**config.mk**
```make
export PLATFORM = sky130hd
export DESIGN_NAME = factorial_ctrl
export DESIGN_NICKNAME = d
export VERILOG_FILES = /design/src/rtl/factorial_pkg.sv /design/src/rtl/fact_dn_cnt.sv /design/src/rtl/factorial_ctrl.sv
export SDC_FILE = /design/constraint.sdc
export NUM_CORES = 1
export LEC_CHECK = 0
export BUFFER_PORTS_ARGS = -buffer_cell sky130_fd_sc_hd__buf_2
export CAP_MARGIN = 20
export CORE_MARGIN = 5
export CORE_UTILIZATION = 42
export DETAILED_ROUTE_END_ITERATION = 16
export GPL_TIMING_DRIVEN = 1
export PLACE_DENSITY = 0.81
export SETUP_SLACK_MARGIN = 0.5
export SYNTH_ARGS = -nofsm -noshare
export SYNTH_HDL_FRONTEND = slang
export SYNTH_SLANG_ARGS = --single-unit
```
**constraint.sdc**
```tcl
create_clock -name clk -period 1.62 [get_ports clk]
set_input_delay 0.486 -clock clk [delete_from_list [all_inputs] [get_ports clk]]
set_output_delay 0.486 -clock clk [all_outputs]
set_load 0.1 [all_outputs]
```
**src/rtl/factorial_pkg.sv**
```systemverilog
// Shared definitions for the factorial sequencer: state encoding,
// accumulator mux select values and default sizing.
package factorial_pkg;

    localparam int WIDTH_DEFAULT = 8;
    // Largest n whose factorial fits in 8 bits (5! = 120)
    localparam int MAX_N_DEFAULT = 5;

    typedef enum logic [2:0] {
        S_IDLE  = 3'd0,
        S_INIT  = 3'd1,
        S_CHECK = 3'd2,
        S_MUL   = 3'd3,
        S_WAIT  = 3'd4,
        S_DONE  = 3'd5
    } state_t;

    // Accumulator mux: constant 8'h01 or multiplier product
    localparam logic ACC_SEL_INIT = 1'b0;
    localparam logic ACC_SEL_MUL  = 1'b1;

endpackage

```
**src/rtl/fact_dn_cnt.sv**
```systemverilog
// Loadable down-counter supplying the multiplier operand.
// It saturates at 1: a decrement request with q<=1 is ignored, so the
// counter can never wrap.
module fact_dn_cnt
    import factorial_pkg::*;
#(
    parameter int WIDTH = WIDTH_DEFAULT
) (
    input  logic             clk,
    input  logic             reset_n,
    input  logic             load,
    input  logic [WIDTH-1:0] d,
    input  logic             dec,
    output logic [WIDTH-1:0] q,
    output logic             le1
);

    localparam logic [WIDTH-1:0] ONE = {{(WIDTH-1){1'b0}}, 1'b1};

    logic [WIDTH-1:0] cnt_q;
    logic [WIDTH-1:0] cnt_d;

    assign q   = cnt_q;
    // q <= 1 exactly when all bits above bit 0 are clear
    assign le1 = (cnt_q[WIDTH-1:1] == '0);

    // Next count: load wins over decrement; decrement only above 1
    always_comb begin
        cnt_d = cnt_q;
        if (load) begin
            cnt_d = d;
        end else if (dec && !le1) begin
            cnt_d = cnt_q - ONE;
        end
    end

    // Counter register with synchronous active-low reset
    always_ff @(posedge clk) begin
        if (!reset_n) begin
            cnt_q <= '0;
        end else begin
            cnt_q <= cnt_d;
        end
    end

endmodule

```
**src/rtl/factorial_ctrl.sv**
```systemverilog
// Sequencing FSM for the 8-bit factorial datapath. Drives the accumulator
// mux select and write enable, owns the operand down-counter and
// handshakes with an external multiplier.
// Optional feature macro: FACT_OVF_CHECK_EN -- when defined, a start with
// n > MAX_N goes straight to DONE and raises a sticky ovf flag; when
// undefined, ovf is tied low and every n is processed.
module factorial_ctrl
    import factorial_pkg::*;
#(
    parameter int WIDTH = WIDTH_DEFAULT
`ifdef FACT_OVF_CHECK_EN
    ,
    parameter int MAX_N = MAX_N_DEFAULT
`endif
) (
    input  logic             clk,
    input  logic             reset_n,
    input  logic             start,
    input  logic [WIDTH-1:0] n,
    input  logic             mul_done,
    output logic             busy,
    output logic             done,
    output logic             mul_start,
    output logic [WIDTH-1:0] op_b,
    output logic             acc_sel,
    output logic             acc_we,
    output logic             ovf
);

    state_t           state_q;
    state_t           state_d;
    logic             cnt_load;
    logic             cnt_dec;
    logic             cnt_le1;
    logic [WIDTH-1:0] cnt;

    fact_dn_cnt #(
        .WIDTH (WIDTH)
    ) u_cnt (
        .clk     (clk),
        .reset_n (reset_n),
        .load    (cnt_load),
        .d       (n),
        .dec     (cnt_dec),
        .q       (cnt),
        .le1     (cnt_le1)
    );

    // The counter value is the multiplier operand; it only changes on
    // load (IDLE) or after mul_done, so it is stable from MUL through WAIT
    assign op_b = cnt;

`ifdef FACT_OVF_CHECK_EN
    localparam logic [WIDTH-1:0] MAX_N_W = WIDTH'(MAX_N);

    logic ovf_q;
    logic ovf_d;

    assign ovf = ovf_q;
`else
    assign ovf = 1'b0;
`endif

    // Next-state and output decode; every output defaults low
    always_comb begin
        state_d   = state_q;
        busy      = (state_q != S_IDLE);
        done      = 1'b0;
        mul_start = 1'b0;
        acc_sel   = ACC_SEL_INIT;
        acc_we    = 1'b0;
        cnt_load  = 1'b0;
        cnt_dec   = 1'b0;
`ifdef FACT_OVF_CHECK_EN
        ovf_d     = ovf_q;
`endif
        case (state_q)
            S_IDLE: begin
                if (start) begin
                    cnt_load = 1'b1;
`ifdef FACT_OVF_CHECK_EN
                    // Result would not fit: report and skip the datapath
                    if (n > MAX_N_W) begin
                        ovf_d   = 1'b1;
                        state_d = S_DONE;
                    end else begin
                        ovf_d   = 1'b0;
                        state_d = S_INIT;
                    end
`else
                    state_d = S_INIT;
`endif
                end
            end
            S_INIT: begin
                acc_sel = ACC_SEL_INIT;
                acc_we  = 1'b1;
                state_d = S_CHECK;
            end
            S_CHECK: begin
                state_d = cnt_le1 ? S_DONE : S_MUL;
            end
            S_MUL: begin
                mul_start = 1'b1;
                state_d   = S_WAIT;
            end
            S_WAIT: begin
                // No timeout: the multiplier is trusted to answer
                if (mul_done) begin
                    acc_sel = ACC_SEL_MUL;
                    acc_we  = 1'b1;
                    cnt_dec = 1'b1;
                    state_d = S_CHECK;
                end
            end
            S_DONE: begin
                done    = 1'b1;
                state_d = S_IDLE;
            end
            default: begin
                state_d = S_IDLE;
            end
        endcase
    end

    // State register; reset aborts any run in progress
    always_ff @(posedge clk) begin
        if (!reset_n) begin
            state_q <= S_IDLE;
        end else begin
            state_q <= state_d;
        end
    end

`ifdef FACT_OVF_CHECK_EN
    // Sticky overflow flag, cleared by reset or any accepted start
    always_ff @(posedge clk) begin
        if (!reset_n) begin
            ovf_q <= 1'b0;
        end else begin
            ovf_q <= ovf_d;
        end
    end
`endif

endmodule
```
==> reports/results.tsv, run 1 <==
stage	metric	value	unit
run_status	status	did not finish	
run_status	failing step	5_1_grt	
run_status	Stop Error	[ERROR DPL-0038] Utilization greater than 100%, impossible to legalize	
yosys	post-synthesis sequential area ratio	31.60	%
timing	worst endpoint pin kind	top-level output	
floorplanning	Ports	26	
clock_network	Post-CTS Hold Fix Bufs	0	
floorplanning	die width	50.74	um
yosys	Post-synth ARST share	0	%
placement	gpl congestion	0.8273	
yosys	top-count cell post-synth	a21oi_1	
clock_network	Longest Clk Path Bufs	2	
yosys	Gate Count Post-Synth	86	
clock_network	CTS Sinks	11	
yosys	largest cells by area after synthesis	dfxtp_1 (32%), a21oi_1 (10%), nand4bb_4 (3.9%)	
placement	Area after DPL	1081	um2
grt	pin count of the biggest net entering global routing	10	
yosys	EDFF count, synth	0	
yosys	top_reg_cell synth	dfxtp_1	
floorplanning	Initial Util	45.21	%
yosys	Synth Register Bits	11	
yosys	share of the synthesized area in the top cell type	31.60	%
timing	worst endpoint from the post-global-route timing repair	busy	
placement	Detailed Place HPWL	1736	um
floorplanning	row count	14	
yosys	Synth Area per Inst	8.104	um2
yosys	Synth Net Count	99	
yosys	Synth cell types	38	
clock_network	TritonCTS buffer count	3	
placement	Buffers on Ports	24	
clock_network	H-tree Lvls	1	
yosys	top post-synthesis cells by count	a21oi_1 (14), dfxtp_1 (11), nand2_1 (7), inv_1 (5), o21ai_0 (5)	
clock_network	Root Buffer Master	clkbuf_4	
yosys	Post-Syn Area	696.9	um2
floorplanning	Die H	50.74	um
yosys	biggest area consumer among synthesized cells	dfxtp_1	
yosys	synth warn	0	
kinds of logic after synthesis:
| kind of cell | synth area share, % |
|---|---|
| buffers and inverters | 6.463 |
| multiplexers | 1.436 |
| adder cells (fa/ha/maj) | 1.795 |
| AO/OA/AOI/OAI | 23.88 |
| AND/OR/NAND/NOR | 31.78 |
| XOR/XNOR | 2.514 |
| other | 0.5381 |
| flip-flops | 31.60 |
metrics by stage:
stage	instances	util (%)	hold WS (ns)	worst slack, ns	setup TNS, ns
after CTS	145	87.26	0.4291	-0.1814	-0.6232
after detailed placement	132	70.13	0.4775	0.003837	0
after global placement	132	70.13	0.4737	0.01879	0
after floorplan	86	-	0.5571	-0.08405	-0.1393
what timing repair did:
| action | in CTS |
|---|---|
| endpoints found under the setup margin | 23 |
| pin swaps | 8 |
| gates resized for setup | 48 |
| buffers inserted | 9 |
==> run 2: changes to the inputs <==
CORE_AREA = 5 5 66 68   (was unset)
CORE_MARGIN = unset   (was 5)
CORE_UTILIZATION = unset   (was 42)
DIE_AREA = 0 0 71 73   (was unset)
PLACE_DENSITY = unset   (was 0.81)
PLACE_DENSITY_LB_ADDON = 0.15   (was unset)
SETUP_SLACK_MARGIN = unset   (was 0.5)
clock period = 2.1 ns   (was 1.62 ns; I/O delays follow)
==> run 2 against run 1 <==
Effect of this change:
- the run now ends clean
- synthesized cell count is the same
- area after synthesis is the same
==> reports/results.tsv, run 2 <==
stage	metric	value	unit	change
run_status	status	complete, no violations		
placement	gpl congestion	0.7219		-13%
clock_network	TritonCTS clock tree	built		
timing	Worst-Margin Slew	0.5531	ns	
setup_path	critical path capture point type	primary output		
floorplanning	full die area	5183	um2	
clock_network	worst-skew pair later-pin latency	0.24	ns	
floorplanning	area of the core	3799	um2	
timing	Slew HR	62.82	%	
yosys	Post-synth ARST share	0	%	unchanged
grt	first-pass GRT wire length	3429	um	
placement	Buffers on Ports	24		unchanged
final_layout	flip-flop count of the largest register after layout	8		
final_layout	Layout Nets	126		
clock_network	Root Buffer Master	clkbuf_8		
timing	Final Cycle Share	94.82	%	
setup_path	Crit Path Max Fanout	11		
yosys	top_reg_cell synth	dfxtp_1		
timing	max-slew violation count	0		
grt	via count of the first global-routing pass	704		
drt	# DRC	0		
final_layout	diode count	0		
clock_network	Longest Clk Path Bufs	2		unchanged
yosys	share of the synthesized area in the top cell type	31.60	%	unchanged
power_and_ir_drop	PwrDens	895.7	nW/um2	
setup_path	Crit path required time	1.47	ns	
floorplanning	Ports	26		unchanged
final_layout	Layout Cells excl Fill	162		
clock_network	CTS Sinks	11		unchanged
floorplanning	row count	23		+9
drt	total number of vias	704		
timing	Fin. Hold Viols	0		
yosys	Synth Net Count	99		unchanged
clock_network	Post-CTS Hold Fix Bufs	0		unchanged
setup_path	startpoint types	flop		
timing	Setup TNS	0	ns	
placement	cell count after placement	158		+20%
final_layout	commonest non-fill, non-tap cell in the layout	buf_2		
yosys	Gate Count Post-Synth	86		unchanged
drt	via/cell ratio	4.346		
grt	grt ovf	0		
floorplanning	Initial Util	18.35	%	-27 points
clock_network	TritonCTS buffer count	3		unchanged
yosys	Post-Syn Area	696.9	um2	unchanged
clock_network	Worst-path clk slew	0.05	ns	
floorplanning	Die H	73	um	+44%
drt	post-detailed-routing wire length	1982	um	
grt	initial antenna violation count	0		
yosys	Synth Register Bits	11		unchanged
drt	antenna-violating nets left	0		
grt	Total Routing Usage GR	8.446	%	
setup_path	critical path data arrival time	1.36	ns	
drt	DR WL/cell	12.23	um	
run	Max Cap Viol	0		
yosys	EDFF count, synth	0		unchanged
clock_network	H-tree Lvls	1		unchanged
yosys	top-count cell post-synth	a21oi_1		
grt	pin count of the biggest net entering global routing	12		
setup_path	critical path type	reg -> out		
power_and_ir_drop	Peak supply drop	0.2257	mV	
power_and_ir_drop	Tot Pwr	0.8955	mW	
final_layout	largest reg by FF count	u_cnt.q		
final_layout	Largest regs	u_cnt.q: 8 flops, state_q: 3 flops		
drt	DR pass1 iterations	3		
hold_path	Worst Hold Class	reg -> reg		
timing	Setup violations, final	0		
final_layout	Area Overhead vs Synth	43.45	%	
timing	RSZ-0062 raised after global routing	false		
timing	Setup Skew	0.0007555	ns	
yosys	largest cells by area after synthesis	dfxtp_1 (32%), a21oi_1 (10%), nand4bb_4 (3.9%)		
yosys	biggest area consumer among synthesized cells	dfxtp_1		
drt	initial DRC count	48		
yosys	top post-synthesis cells by count	a21oi_1 (14), dfxtp_1 (11), nand2_1 (7), inv_1 (5), o21ai_0 (5)		
final_layout	share of layout cells above drive strength 1	37.50	%	
yosys	post-synthesis sequential area ratio	31.60	%	unchanged
final_layout	most frequent cells in the layout	buf_2 (20), a21oi_1 (13), dfxtp_1 (10)		
floorplanning	die width	71	um	+40%
timing	fmax	0.5022	GHz	
yosys	Synth cell types	38		unchanged
placement	Detailed Place HPWL	1541	um	-11%
yosys	synth warn	0		unchanged
timing	min Tclk post-route	1.991	ns	
yosys	Synth Area per Inst	8.104	um2	unchanged
power_and_ir_drop	leakage	0.3901	nW	
run 2: report_power, final:
part	total [mW]	switching [mW]	internal [mW]
Combinational	0.409	0.294	0.115
Clock	0.214	0.0806	0.133
Sequential	0.273	0.0405	0.232
run 2: critical path, stage by stage, from the launching register on:
cell,delay [ns]
dfxtp_1,0.54
or3_1,0.17
buf_2,0.41
run 2: cell families (layout without fill, tap and decap cells):
logic type               after synthesis  after routing  share of synthesized area [%]
AND/OR/NAND/NOR                       32             32                          31.78
other                                  1              1                         0.5381
XOR/XNOR                               2              2                          2.514
adder cells (fa/ha/maj)                1              1                          1.795
multiplexers                           1              1                          1.436
flip-flops                            11             11                          31.60
AO/OA/AOI/OAI                         28             28                          23.88
buffers and inverters                 10             36                          6.463
run 2: path summary, 6_finish.rpt:
path,start,to,slack (ns),cells after the start
worst max-delay path,state_q[2],busy,0.11,2
worst min-delay path,u_cnt.q[7],u_cnt.q[7],0.49,2
worst max register to register,u_cnt.q[0],u_cnt.q[4],0.36,6
worst min register to register,u_cnt.q[7],u_cnt.q[7],0.49,2
run 2: stage by stage:
stage / utilization (%) / hold WS, ns / instance area, um2 / setup WS, ns
3_5_place_dp: 25.10 / 0.4871 / 953.4 / 0.2064
2_1_floorplan: - / 0.6224 / 716.9 / 0.02038
3_3_place_gp: 25.10 / 0.4755 / 953.4 / 0.2190
5_1_grt: 26.32 / 0.5111 / 999.7 / 0.01263
4_1_cts: 26.28 / 0.4952 / 998.5 / 0.06706
6_report: 26.32 / 0.4942 / 999.7 / 0.1087
run 2: area by class of cell:
type,count,area (um2)
fill,438,2799
multi-input combinational,65,451.7
sequential,11,221.5
timing repair buffer,26,195.2
tap,50,62.56
clock buffer,4,45.04
inverter,6,23.77
run 2: what timing repair did:
item / in CTS / in global routing
gates resized for setup: 0 / 1
endpoints found under the setup margin: 0 / 1
buffers inserted: 0 / 0
run 2: per-layer routing:
| metal | share of wire, % | GRT usage (%) | wire length (um) | vias to the layer above |
|---|---|---|---|---|
| met5 | 0 | 0 | 0 | - |
| met4 | 1.4 | 3.758 | 27 | 0 |
| met3 | 3.6 | 2.066 | 71 | 4 |
| li1 | - | - | - | 364 |
| met2 | 49 | 13.59 | 973 | 13 |
| met1 | 46 | 10.70 | 910 | 323 |
(Power assumes the default switching activity.)
==> run 3: changes to the inputs <==
CORE_AREA = 2 2 63 65   (was 5 5 66 68)
DIE_AREA = 0 0 65 67   (was 0 0 71 73)
==> run 3 against run 2 <==
Effect of this change:
- critical path depth up 1
- die area fell by 16%
- total power fell by 0.77%
- sequential cell count did not move
- clock power decreased by 2%
- clock skew rose by 0.0031 ns
- largest power group unchanged
==> reports/results.tsv, run 3 (synthesized netlist as in run 2, its figures left out) <==
stage	metric	value	unit	change
power_and_ir_drop	PwrDens	892.2	nW/um2	-0.39%
clock_network	TritonCTS clock tree	built		
clock_network	worst-skew pair later-pin latency	0.24	ns	about the same
placement	gpl congestion	0.7444		+3.1%
drt	total number of vias	702		-0.28%
hold_path	Worst Hold Class	reg -> reg		
timing	Setup Skew	0.003871	ns	+0.003115 ns
floorplanning	die width	65	um	-8.5%
final_layout	Largest regs	u_cnt.q: 8 flops, state_q: 3 flops		
floorplanning	Ports	26		unchanged
floorplanning	Initial Util	19.33	%	+0.98 points
timing	Fin. Hold Viols	0		unchanged
grt	via count of the first global-routing pass	622		-12%
timing	Slew HR	63.62	%	+0.80 points
clock_network	Worst-path clk slew	0.05	ns	about the same
timing	RSZ-0062 raised after global routing	false		
timing	fmax	0.4980	GHz	-0.84%
final_layout	diode count	0		unchanged
final_layout	Layout Nets	126		unchanged
final_layout	commonest non-fill, non-tap cell in the layout	buf_2		
final_layout	flip-flop count of the largest register after layout	8		unchanged
timing	min Tclk post-route	2.008	ns	+0.01677 ns
final_layout	Register Area	220.2	um2	-0.56%
clock_network	Root Buffer Master	clkbuf_8		
drt	initial DRC count	3		-94%
final_layout	most frequent cells in the layout	buf_2 (20), a21oi_1 (13), dfxtp_1 (11)		
hold_path	hold depth	2		unchanged
drt	# DRC	0		unchanged
timing	Setup violations, final	0		unchanged
setup_path	setup slack, reg-to-reg	0.38	ns	+0.02 ns
clock_network	TritonCTS buffer count	3		unchanged
placement	Detailed Place HPWL	1456	um	-5.5%
hold_path	hold_sp	u_cnt.q[7]		
drt	via/cell ratio	4.388		+0.96%
grt	first-pass GRT wire length	2842	um	-17%
floorplanning	Die H	67	um	-8.2%
final_layout	share of layout cells above drive strength 1	36.61	%	-0.89 points
grt	initial antenna violation count	0		unchanged
clock_network	CTS Sinks	11		unchanged
grt	pin count of the biggest net entering global routing	12		unchanged
final_layout	fillers	410		-6.4%
clock_network	setup bufs post-CTS	0		unchanged
final_layout	multi-input logic area	451.7	um2	unchanged
setup_path	critical path data arrival time	1.38	ns	+0.02 ns
drt	post-detailed-routing wire length	1878	um	-5.2%
clock_network	Longest Clk Path Bufs	2		unchanged
floorplanning	area of the core	3606	um2	-5.1%
setup_path	R2R depth	6		unchanged
run	Max Cap Viol	0		unchanged
setup_path	startpoint types	flop		
drt	DR WL/cell	11.74	um	-4.1%
clock_network	CTS resizes	0		unchanged
setup_path	critical path type	reg -> out		
power_and_ir_drop	leakage	0.3897	nW	-0.10%
timing	max-slew violation count	0		unchanged
final_layout	largest reg by FF count	u_cnt.q		
power_and_ir_drop	Peak supply drop	0.2974	mV	+32%
placement	Buffers on Ports	24		unchanged
final_layout	final instance area	996.0	um2	-0.38%
placement	Area after DPL	950.9	um2	-0.26%
setup_path	Crit path required time	1.47	ns	about the same
drt	DR pass1 iterations	2		-1
setup_path	r2r startpoint	u_cnt.q[1]		
floorplanning	row count	22		-4.3%
timing	Setup TNS	0	ns	unchanged
run_status	status	complete, no violations		
setup_path	Crit Path Max Fanout	9		-2
clock_network	H-tree Lvls	1		unchanged
setup_path	critical path capture point type	primary output		
timing	Final Cycle Share	95.62	%	+0.80 points
grt	grt ovf	0		unchanged
floorplanning	full die area	4355	um2	-16%
timing	Worst-Margin Slew	0.5412	ns	-0.01190 ns
setup_path	Worst R2R End	u_cnt.q[4]		
hold_path	worst min-delay path endpoint	u_cnt.q[7]		
drt	antenna-violating nets left	0		unchanged
final_layout	Area Overhead vs Synth	42.91	%	
grt	Total Routing Usage GR	8.705	%	+0.26 points
clock_network	Post-CTS Hold Fix Bufs	0		unchanged
run 3: cell counts in the layout (fill, tap and decap cells not counted):
No cell type changed its count.
run 3: layout make-up:
class / instances / area share [%]
flip-flops and latches: 11 / 22.11
inverters: 6 / 2.387
well taps: 48 / 6.030
multi-input cells: 65 / 45.35
clock buffers: 4 / 4.523
repair buffers: 26 / 19.60
run 3: worst max-delay path by stage:
stage                           from          to  slack [ns]  cells after the start
after floorplan           u_cnt.q[1]  u_cnt.q[2]        0.02                      4
after global routing      state_q[1]     acc_sel       0.007                      3
after detailed placement    mul_done      acc_we        0.21                      4
after CTS                 state_q[1]     acc_sel        0.08                      3
after global placement      mul_done      acc_we        0.22                      4
final                     state_q[1]     acc_sel        0.09                      3
run 3: layer usage:
| layer | wire, um | up-vias | GRT usage [%] | part of all wire [%] |
|---|---|---|---|---|
| li1 | - | 364 | - | - |
| met1 | 880 | 323 | 10.33 | 47 |
| met2 | 912 | 13 | 14.82 | 49 |
| met3 | 72 | 2 | 3.041 | 3.8 |
| met4 | 12 | 0 | 2.394 | 0.64 |
| met5 | 0 | - | 0 | 0 |
run 3: stage by stage:
step | total power [mW] | hold WS (ns) | cells | setup slack (ns) | utilization [%]
after global placement | 0.6853 | 0.4676 | 156 | 0.2247 | 26.37
after floorplan | 0.5928 | 0.6224 | 86 | 0.02038 | -
after CTS | 0.9029 | 0.4886 | 160 | 0.08083 | 27.62
after detailed placement | 0.6881 | 0.4801 | 156 | 0.2086 | 26.37
after global routing | 0.9405 | 0.5033 | 160 | 0.006726 | 27.62
final | 0.8886 | 0.4845 | 160 | 0.09196 | 27.62
run 3: power breakdown:
group / internal, mW / total [mW] / switching (mW)
logic: 0.115 / 0.407 / 0.292
clock network: 0.133 / 0.209 / 0.0764
registers: 0.232 / 0.272 / 0.0404
run 3: critical path, stage by stage (launching register included):
cell and delay [ns]:
dfxtp_1 0.52, nand4bb_4 0.24, clkinv_2 0.16, buf_12 0.21
==> run 4: changes to the inputs <==
PLACE_DENSITY_LB_ADDON = unset   (was 0.15)
==> run 4 against run 3 <==
Effect of this change:
- setup slack better by 0.014 ns
- combinational power about the same
- cell area increased by 0.38%
- clock skew shrank 0.0012 ns
- total power up 0.36%
- sequential power hardly changed
- via count is 2.4% higher
- first-iteration DRC count grew to 6.7 times the previous value
==> reports/results.tsv, run 4 (synthesized netlist as in run 2, its figures left out) <==
stage	metric	value	unit	change
run_status	status	complete, no violations		
setup_path	critical path capture point type	primary output		
grt	initial antenna violation count	0		unchanged
timing	Fin. Hold Viols	0		unchanged
clock_network	worst-skew pair later-pin latency	0.24	ns	about the same
timing	Setup TNS	0	ns	unchanged
grt	met2 Use GR	14.18	%	-0.64 points
floorplanning	row count	22		unchanged
power_and_ir_drop	Tot Pwr	0.8918	mW	+0.36%
setup_path	setup slack, reg-to-reg	0.37	ns	about the same
setup_path	critical path type	reg -> out		
floorplanning	Initial Util	19.33	%	unchanged
floorplanning	Ports	26		unchanged
final_layout	Largest regs	u_cnt.q: 8 flops, state_q: 3 flops		
setup_path	crit path from	state_q[2]		
clock_network	Root Buffer Master	clkbuf_8		
grt	via count of the first global-routing pass	652		+4.8%
timing	Final Cycle Share	94.96	%	-0.66 points
timing	Setup Skew	0.002684	ns	-0.001187 ns
drt	# DRC	0		unchanged
grt	global-route track usage on met3	2.534	%	-0.51 points
grt	pin count of the biggest net entering global routing	12		unchanged
hold_path	Worst Hold Class	reg -> reg		
setup_path	R2R depth	6		unchanged
timing	RSZ-0062 raised after global routing	false		
placement	Place WS	0.2087	ns	+0.00008900 ns
drt	antenna-violating nets left	0		unchanged
floorplanning	full die area	4355	um2	unchanged
grt	gr busiest metal	met2		
drt	initial DRC count	20		+17
setup_path	critical path data arrival time	1.36	ns	-0.02 ns
clock_network	setup bufs post-CTS	0		unchanged
timing	min Tclk post-route	1.994	ns	-0.01381 ns
timing	setup slack after layout	0.1058	ns	+0.01381 ns
grt	Total Routing Usage GR	9.120	%	+0.42 points
clock_network	H-tree Lvls	1		unchanged
final_layout	diode count	0		unchanged
run	Max Cap Viol	0		unchanged
setup_path	r2r startpoint	u_cnt.q[1]		
timing	max-slew violation count	0		unchanged
floorplanning	Die H	67	um	unchanged
final_layout	largest reg by FF count	u_cnt.q		
floorplanning	area of the core	3606	um2	unchanged
drt	total number of vias	719		+2.4%
setup_path	Crit path required time	1.47	ns	about the same
final_layout	Area Overhead vs Synth	43.45	%	
clock_network	TritonCTS clock tree	built		
setup_path	Crit Path Max Fanout	11		+2
placement	gpl congestion	0.8097		+8.8%
timing	Worst-Margin Slew	0.5214	ns	-0.01982 ns
power_and_ir_drop	PwrDens	892.0	nW/um2	about the same
timing	fmax	0.5014	GHz	+0.69%
placement	Detailed Place HPWL	1420	um	-2.5%
setup_path	Worst R2R End	u_cnt.q[4]		
placement	Buffers on Ports	24		unchanged
final_layout	commonest non-fill, non-tap cell in the layout	buf_2		
clock_network	TritonCTS buffer count	3		unchanged
final_layout	Layout Nets	126		unchanged
clock_network	Worst-path clk slew	0.05	ns	about the same
grt	first-pass GRT wire length	3029	um	+6.6%
setup_path	startpoint types	flop		
drt	DR WL/cell	11.26	um	-4.1%
grt	grt met1 use	12.01	%	+1.7 points
clock_network	CTS Sinks	11		unchanged
grt	grt ovf	0		unchanged
timing	Slew HR	64.95	%	+1.3 points
final_layout	flip-flop count of the largest register after layout	8		unchanged
timing	Setup violations, final	0		unchanged
power_and_ir_drop	Peak supply drop	0.2991	mV	+0.58%
final_layout	most frequent cells in the layout	buf_2 (19), a21oi_1 (13), dfxtp_1 (11)		
floorplanning	die width	65	um	unchanged
clock_network	Longest Clk Path Bufs	2		unchanged
drt	via/cell ratio	4.494		+2.4%
drt	DR pass1 iterations	4		+2
power_and_ir_drop	leakage	0.3926	nW	+0.75%
clock_network	Post-CTS Hold Fix Bufs	0		unchanged
final_layout	share of layout cells above drive strength 1	37.50	%	+0.89 points
drt	post-detailed-routing wire length	1801	um	-4.1%
setup_path	Setup crit end	acc_we		
run 4: cell types whose count changed in the layout (fill, tap and decap cells not counted):
cell      delta
clkbuf_1     -1
clkbuf_4     +1
buf_2        -1
clkinv_2     +1
run 4: worst min-delay path by stage:
| stage | cells past startpoint | start | to |
|---|---|---|---|
| 2_1_floorplan | 2 | state_q[1] | state_q[0] |
| 3_3_place_gp | 2 | u_cnt.q[7] | u_cnt.q[7] |
| 3_5_place_dp | 2 | u_cnt.q[7] | u_cnt.q[7] |
| 4_1_cts | 2 | u_cnt.q[7] | u_cnt.q[7] |
| 5_1_grt | 2 | u_cnt.q[7] | u_cnt.q[7] |
| 6_report | 2 | u_cnt.q[7] | u_cnt.q[7] |
run 4: final cells by class:
| class | count | area (um2) |
|---|---|---|
| Clock buffer | 3 | 41.29 |
| Clock inverter | 1 | 5.005 |
| Timing Repair Buffer | 26 | 197.7 |
| Sequential cell | 11 | 220.2 |
| Inverter | 6 | 23.77 |
| Tap cell | 48 | 60.06 |
| Fill cell | 388 | 2606 |
| Multi-Input combinational cell | 65 | 451.7 |
run 4: metal layers:
layer,vias to the layer above,share of wire (%)
met4,0,1.4
met2,25,44
met1,321,48
met5,-,0
li1,368,-
met3,5,6.8
run 4: critical path: stages, from the launching register on:
cell,delay [ns]
dfxtp_1,0.56
nand3b_1,0.18
a21oi_4,0.20
buf_12,0.19
run 4: repair_timing:
action / 4_1_cts / 5_1_grt
gates resized for setup: 0 / 1
setup endpoints to repair: 0 / 1
hold endpoints to repair: 0 / 0
run 4: power by group:
| group | internal, mW | total (mW) | leakage [nW] | switching (mW) |
|---|---|---|---|---|
| clock network | 0.131 | 0.213 | 0.0255 | 0.0822 |
| registers | 0.232 | 0.272 | 0.0906 | 0.0407 |
| logic | 0.117 | 0.407 | 0.277 | 0.290 |
| total | 0.479 | 0.892 | 0.393 | 0.413 |
run 4: metrics by stage:
stage	cells	hold WS [ns]	util, %	instance area [um2]
after floorplan	86	0.6224	-	716.9
after global placement	156	0.4768	26.37	950.9
after detailed placement	156	0.4701	26.37	950.9
after CTS	160	0.4784	27.65	997.2
after global routing	160	0.5251	27.72	999.7
final	160	0.4794	27.72	999.7
